$ cat src/rtl/stream_dispatch.sv
// Packet-to-flow dispatcher: maps each packet's key to a flow-table slot and replays
// the packet bytes to the matchers with fixed load/char/eop timing.
//
//   state  | meaning
//   -------+---------------------------------------------------------------
//   IDLE   | wait for a sop beat; non-sop beats are dropped and counted
//   LOOKUP | parallel key compare; allocate (or evict) on a miss
//   LOAD   | one-cycle load_state pulse, new_stream_id on a fresh flow
//   GAP    | idle cycle so the first byte lands 2 cycles after load_state
//   STREAM | forward bytes to the matchers; last_q marks the final byte cycle
//   DRAIN  | wait out the matcher pipeline before committing
//   EOP    | one-cycle eop pulse
module stream_dispatch #(
    parameter int EOP_DELAY   = 3,
    parameter int NUM_STREAMS = 64
) (
    input  logic        clk,
    input  logic        rst_n,
    input  logic        in_vld_i,
    output logic        in_ready_o,
    input  logic [7:0]  in_data_i,
    input  logic        in_sop_i,
    input  logic        in_eop_i,
    input  logic [31:0] in_key_i,
    output logic        load_state_o,
    output logic        new_stream_id_o,
    output logic [5:0]  stream_id_o,
    output logic [7:0]  char_in_o,
    output logic        char_in_vld_o,
    output logic        eop_o,
    output logic        table_full_o,
    output logic [15:0] drop_count_o
);

    typedef enum logic [2:0] {
        S_IDLE,
        S_LOOKUP,
        S_LOAD,
        S_GAP,
        S_STREAM,
        S_DRAIN,
        S_EOP
    } state_e;

    state_e state_q, state_d;
    logic       last_q, last_d;
    logic [3:0] cnt_q, cnt_d;

    logic [31:0] key_stash_q;
    logic [7:0]  data_stash_q;
    logic        eop_stash_q;

    logic [NUM_STREAMS-1:0] valid_q, valid_d;
    logic [31:0]            key_q [NUM_STREAMS];
    logic [5:0]             alloc_ptr_q;
    logic                   hit;
    logic [5:0]             hit_idx;

    logic        in_ready_q, in_ready_d;
    logic        load_state_q, load_state_d;
    logic        new_stream_id_q, new_stream_id_d;
    logic [5:0]  stream_id_q, stream_id_d;
    logic [7:0]  char_in_q, char_in_d;
    logic        char_in_vld_q, char_in_vld_d;
    logic        eop_q, eop_d;
    logic        table_full_q;
    logic [15:0] drop_count_q;

    logic accept;
    logic do_alloc;

    assign accept   = in_vld_i & in_ready_q;
    assign do_alloc = (state_q == S_LOOKUP) && !hit;

    // Keys are unique in the table, so at most one entry can match.
    always_comb begin
        hit     = 1'b0;
        hit_idx = '0;
        for (int i = 0; i < NUM_STREAMS; i++) begin
            if (valid_q[i] && (key_q[i] == key_stash_q)) begin
                hit     = 1'b1;
                hit_idx = 6'(i);
            end
        end
    end

    always_comb begin
        valid_d = valid_q;
        if (do_alloc) begin
            valid_d[alloc_ptr_q] = 1'b1;
        end
    end

    always_ff @(posedge clk) begin
        if (!rst_n) begin
            state_q <= S_IDLE;
            last_q  <= 1'b0;
            cnt_q   <= '0;
        end else begin
            state_q <= state_d;
            last_q  <= last_d;
            cnt_q   <= cnt_d;
        end
    end

    always_comb begin
        state_d = state_q;
        last_d  = last_q;
        cnt_d   = cnt_q;
        case (state_q)
            S_IDLE: begin
                if (accept && in_sop_i) begin
                    state_d = S_LOOKUP;
                end
            end
            S_LOOKUP: state_d = S_LOAD;
            S_LOAD:   state_d = S_GAP;
            S_GAP: begin
                state_d = S_STREAM;
                last_d  = eop_stash_q;
            end
            S_STREAM: begin
                if (last_q) begin
                    state_d = S_DRAIN;
                    last_d  = 1'b0;
                    cnt_d   = 4'(EOP_DELAY - 1);
                end else if (accept && in_eop_i) begin
                    last_d = 1'b1;
                end
            end
            S_DRAIN: begin
                cnt_d = cnt_q - 4'd1;
                if (cnt_q == 4'd1) begin
                    state_d = S_EOP;
                end
            end
            S_EOP:    state_d = S_IDLE;
            default:  state_d = S_IDLE;
        endcase
    end

    // Next values for the registered outputs, derived from the upcoming state.
    always_comb begin
        in_ready_d      = (state_d == S_IDLE) || ((state_d == S_STREAM) && !last_d);
        load_state_d    = (state_d == S_LOAD);
        new_stream_id_d = do_alloc;
        eop_d           = (state_d == S_EOP);
        stream_id_d     = stream_id_q;
        if (state_q == S_LOOKUP) begin
            stream_id_d = hit ? hit_idx : alloc_ptr_q;
        end
        char_in_vld_d = 1'b0;
        char_in_d     = char_in_q;
        if (state_q == S_GAP) begin
            char_in_vld_d = 1'b1;
            char_in_d     = data_stash_q;
        end else if ((state_q == S_STREAM) && !last_q && accept) begin
            char_in_vld_d = 1'b1;
            char_in_d     = in_data_i;
        end
    end

    always_ff @(posedge clk) begin
        if (!rst_n) begin
            in_ready_q      <= 1'b0;
            load_state_q    <= 1'b0;
            new_stream_id_q <= 1'b0;
            stream_id_q     <= '0;
            char_in_q       <= '0;
            char_in_vld_q   <= 1'b0;
            eop_q           <= 1'b0;
            table_full_q    <= 1'b0;
            drop_count_q    <= '0;
            valid_q         <= '0;
            alloc_ptr_q     <= '0;
            key_stash_q     <= '0;
            data_stash_q    <= '0;
            eop_stash_q     <= 1'b0;
        end else begin
            in_ready_q      <= in_ready_d;
            load_state_q    <= load_state_d;
            new_stream_id_q <= new_stream_id_d;
            stream_id_q     <= stream_id_d;
            char_in_q       <= char_in_d;
            char_in_vld_q   <= char_in_vld_d;
            eop_q           <= eop_d;
            table_full_q    <= &valid_d;
            valid_q         <= valid_d;
            if (do_alloc) begin
                alloc_ptr_q <= alloc_ptr_q + 6'd1;
            end
            if ((state_q == S_IDLE) && accept) begin
                if (in_sop_i) begin
                    key_stash_q  <= in_key_i;
                    data_stash_q <= in_data_i;
                    eop_stash_q  <= in_eop_i;
                end else begin
                    drop_count_q <= drop_count_q + 16'd1;
                end
            end
        end
    end

    // Key storage is qualified by valid_q, so it needs no reset.
    always_ff @(posedge clk) begin
        if (do_alloc) begin
            key_q[alloc_ptr_q] <= key_stash_q;
        end
    end

    assign in_ready_o      = in_ready_q;
    assign load_state_o    = load_state_q;
    assign new_stream_id_o = new_stream_id_q;
    assign stream_id_o     = stream_id_q;
    assign char_in_o       = char_in_q;
    assign char_in_vld_o   = char_in_vld_q;
    assign eop_o           = eop_q;
    assign table_full_o    = table_full_q;
    assign drop_count_o    = drop_count_q;

endmodule

$ cat config.mk
export PLATFORM = sky130hd
export DESIGN_NAME = stream_dispatch
export DESIGN_NICKNAME = d
export VERILOG_FILES = /design/src/rtl/stream_dispatch.sv
export SDC_FILE = /design/constraint.sdc
export NUM_CORES = 2
export LEC_CHECK = 0
export ABC_AREA = 1
export CORE_ASPECT_RATIO = 2
export CORE_MARGIN = 5
export CORE_UTILIZATION = 35
export CTS_CLUSTER_SIZE = 28
export DETAILED_ROUTE_END_ITERATION = 8
export PLACE_DENSITY = 0.53
export SLEW_MARGIN = 0
export SYNTH_ARGS = -nofsm -noshare
export SYNTH_HDL_FRONTEND = slang
export SYNTH_SLANG_ARGS = --single-unit
$ cat constraint.sdc
create_clock -name clk -period 8.08 [get_ports clk]
set_input_delay 2.02 -clock clk [delete_from_list [all_inputs] [get_ports clk]]
set_output_delay 2.02 -clock clk [all_outputs]
set_load 0.02 [all_outputs]
==> results.md <==
- Post-CTS setup buffer count: 0
- Leak: 36.2 nW
- # rows: 268
- H-tree lvl count: 4
- Sw Ratio: 0.245
- Fillers: approximately 25000
- Chip height: about 740 um
- Top cells by count, synth: edfxtp_1, nand2_1, o21ai_0, nor2_1, xnor2_1
- Finish-stage setup viols: 0
- Cells taking the most area after synthesis: edfxtp_1, nand2_1, xnor2_1
- RSZ-0062 raised after global routing: no
- Initial antenna violation count: 15
- PostCTS Resize Cnt: 0
- Fmax: 0.144 GHz
- Average size of a mapped cell: 12.9 sq um
- Syn nets: about 7300
- Clock buffer count from CTS: approximately 190
- Outcome: complete, no violations
- Area of the multi-input gates: 0.0259 sq mm
- Later-pin clock latency in the skew report: 0.86 ns
- Crit path required time: around 9 ns
- Worst hold path class: flip-flop to flip-flop
- Final Cycle Share: 0.858
- Arr. time, crit path: ~7.6 ns
- Clock share of power: 0.397
- Top cell by count, worst path: nand2_1
- Grt total ovfl: 0
- Clock sinks: 2203
- Synthesized area: 0.0937 sq mm
- Clock Path Buffers: 4
- Largest net degree at the start of global routing: 68
- Logic pwr share: 0.085
- Ys async rst share: 0
- Worst-path maximum fanout: 37
- First-pass GRT wire length: 505 mm
- TritonCTS clock tree: done
- Critical path class: flip-flop to flip-flop
- Vias after detailed routing: about 66000
- P per Cell Area: 228 mW/mm^2
- Ys flop type: edfxtp_1
- Vias in the first global route: 64800
- Routed len/inst: approximately 33 um
- GRT Total Usage: 0.255
- Die Width: 376 um
- Synth area leader: edfxtp_1
- Placer Congestion: 0.934
- Initial Util: 0.352
- VDD IR-drop max: 164 uV
- Layout cells sized above 1: 0.114
- Seq pwr share: 0.519
- TNS Setup: 0 ns
- Internal power consumption: 18.3 mW
- Number of nets still failing antenna checks after routing: 0
- Synth top area share: 0.656
- Final hold vios: 0
- CTS root buffer: clkbuf_16
- Worst-path clk slew: 0.07 ns
- Cells after Synth: between 7000 and 8000
- Synth-to-layout area growth: 13.7%
- Initial DRC Count: 7590
- Hold_buf cts: 0
- Final HPWL DP: 229 mm
- Slew headroom: 0.256
- Largest stage delay, worst path: 0.65 ns
- Routed vias/inst: 5.90
- Buffers & Inverters on Critical Path: 1
- Crit-path slowest cell: inv_4
- Storage cell area: 0.0647 sq mm
- Clock skew: ~0.067 ns
- Worst Tran Pin Value: roughly 1.1 ns
- IO buf count: 80
- Die ar.: 0.279 sq mm
- Switching pwr: 5.94 mW
- Flops & latches, synth: 2203
- Post-synth EDFFs: 2048
- Total Wirelength: 369 mm
- DR DRC count: 0
- Synth warn: 0
- NumNets Final: 7560
- Number of max-cap violations: 0
- Yosys cell types: 66
- Critical Path End Type: flip-flop
- Final Critical Period: 6.93 ns
- Post-synthesis sequential area ratio: 0.689
- Most frequent cell after synthesis: edfxtp_1
- Startpoint Class: flip-flop
- Core area: about 0.27 sq mm
- Hold WS: 0.470 ns
- First-pass iteration count of the detailed router: 8
- CP top delay family: simple AND/OR/NAND/NOR gates
- I/O pin count: 81
- Max Transition Viols Final: 0
metal layers:
| layer | vias to the layer above | track usage | part of all wire |
|---|---|---|---|
| met1 | 33600 | 0.287 | 0.34 |
| met5 | - | 0 | 0.00019 |
| li1 | 27500 | - | - |
| met2 | 3718 | 0.448 | 0.50 |
| met4 | 10 | 0.171 | 0.081 |
| met3 | 1095 | 0.0371 | 0.077 |
state kept, by name, summed over array words and instances, names as in the netlist, 3 cells and up:
signal / cells
char_in_o: 8
stream_id_o: 6
cnt_q: 4
valid_q: 64
key_q: 2048
key_stash_q: 32
drop_count_o: 16
state_q: 3
data_stash_q: 8
alloc_ptr_q: 6
layout make-up:
| type | instances | share of cell area |
|---|---|---|
| diodes | 6 | 0.000141 |
| clock buffers | 247 | 0.0484 |
| clock inverters | 96 | 0.0109 |
| inverters | 259 | 0.00994 |
| multi-input cells | 4423 | 0.243 |
| flip-flops and latches | 2203 | 0.607 |
| well taps | 3510 | 0.0412 |
| repair buffers | 433 | 0.0387 |
worst min-delay path, stage by stage, from the launching register on:
cell and delay, ns:
dfxtp_1 0.31, nand2_1 0.06, a21oi_1 0.05
per-stage QoR:
stage          cells  power, mW  area [sq um]  setup slack (ns)  utilization
5_1_grt        11200       24.8        107000             0.767        0.400
2_1_floorplan   7291       13.8         93700            0.0467            -
4_1_cts        11200       24.3        107000              1.35        0.400
3_5_place_dp   10800       14.8        100000              1.39        0.376
3_3_place_gp   10800       14.8        100000             0.820        0.376
6_report       11200       24.3        107000              1.15        0.400
cells by family (layout without fill, tap and decap cells):
family,Yosys count,in the layout,synth area share
compound gates,1461,1461,0.100
fa+ha+maj,4,4,0.000534
simple gates,2329,2329,0.114
other cells,0,6,0
buf+inv,665,1035,0.0373
xor+xnor,629,629,0.0588
flops,2203,2203,0.689
final timing paths:
kind	slack (ns)	end	startpoint	cells after the start
setup / recovery	1.15	stream_id_o[0]	key_stash_q[31]	66
hold / removal	0.47	stream_id_o[1]	stream_id_o[1]	2
setup reg to reg	1.15	stream_id_o[0]	key_stash_q[31]	66
hold reg to reg	0.47	stream_id_o[1]	stream_id_o[1]	2
power groups by stage:
stage | clock (mW) | combinational (mW) | sequential [mW]
after floorplan | 0 | 0.886 | 12.9
after global placement | 0 | 2.01 | 12.8
after detailed placement | 0 | 2.01 | 12.8
after CTS | 9.74 | 2.01 | 12.6
after global routing | 10.1 | 2.09 | 12.6
final | 9.63 | 2.06 | 12.6
placed cells by master, fill, tap and decap left out, drive strengths merged, types with 97 or more instances in the layout:
| master | n |
|---|---|
| a21oi | 97 |
| a22o | 174 |
| buf | 354 |
| clkbuf | 247 |
| dfxtp | 155 |
| edfxtp | 2048 |
| inv | 259 |
| nand2 | 1082 |
| nand3 | 101 |
| nand4 | 148 |
| nor2 | 486 |
| nor4 | 217 |
| o21ai | 555 |
| o22ai | 319 |
| or2 | 99 |
| xnor2 | 379 |
| xor2 | 250 |
Power figures use the tool's default switching activity.
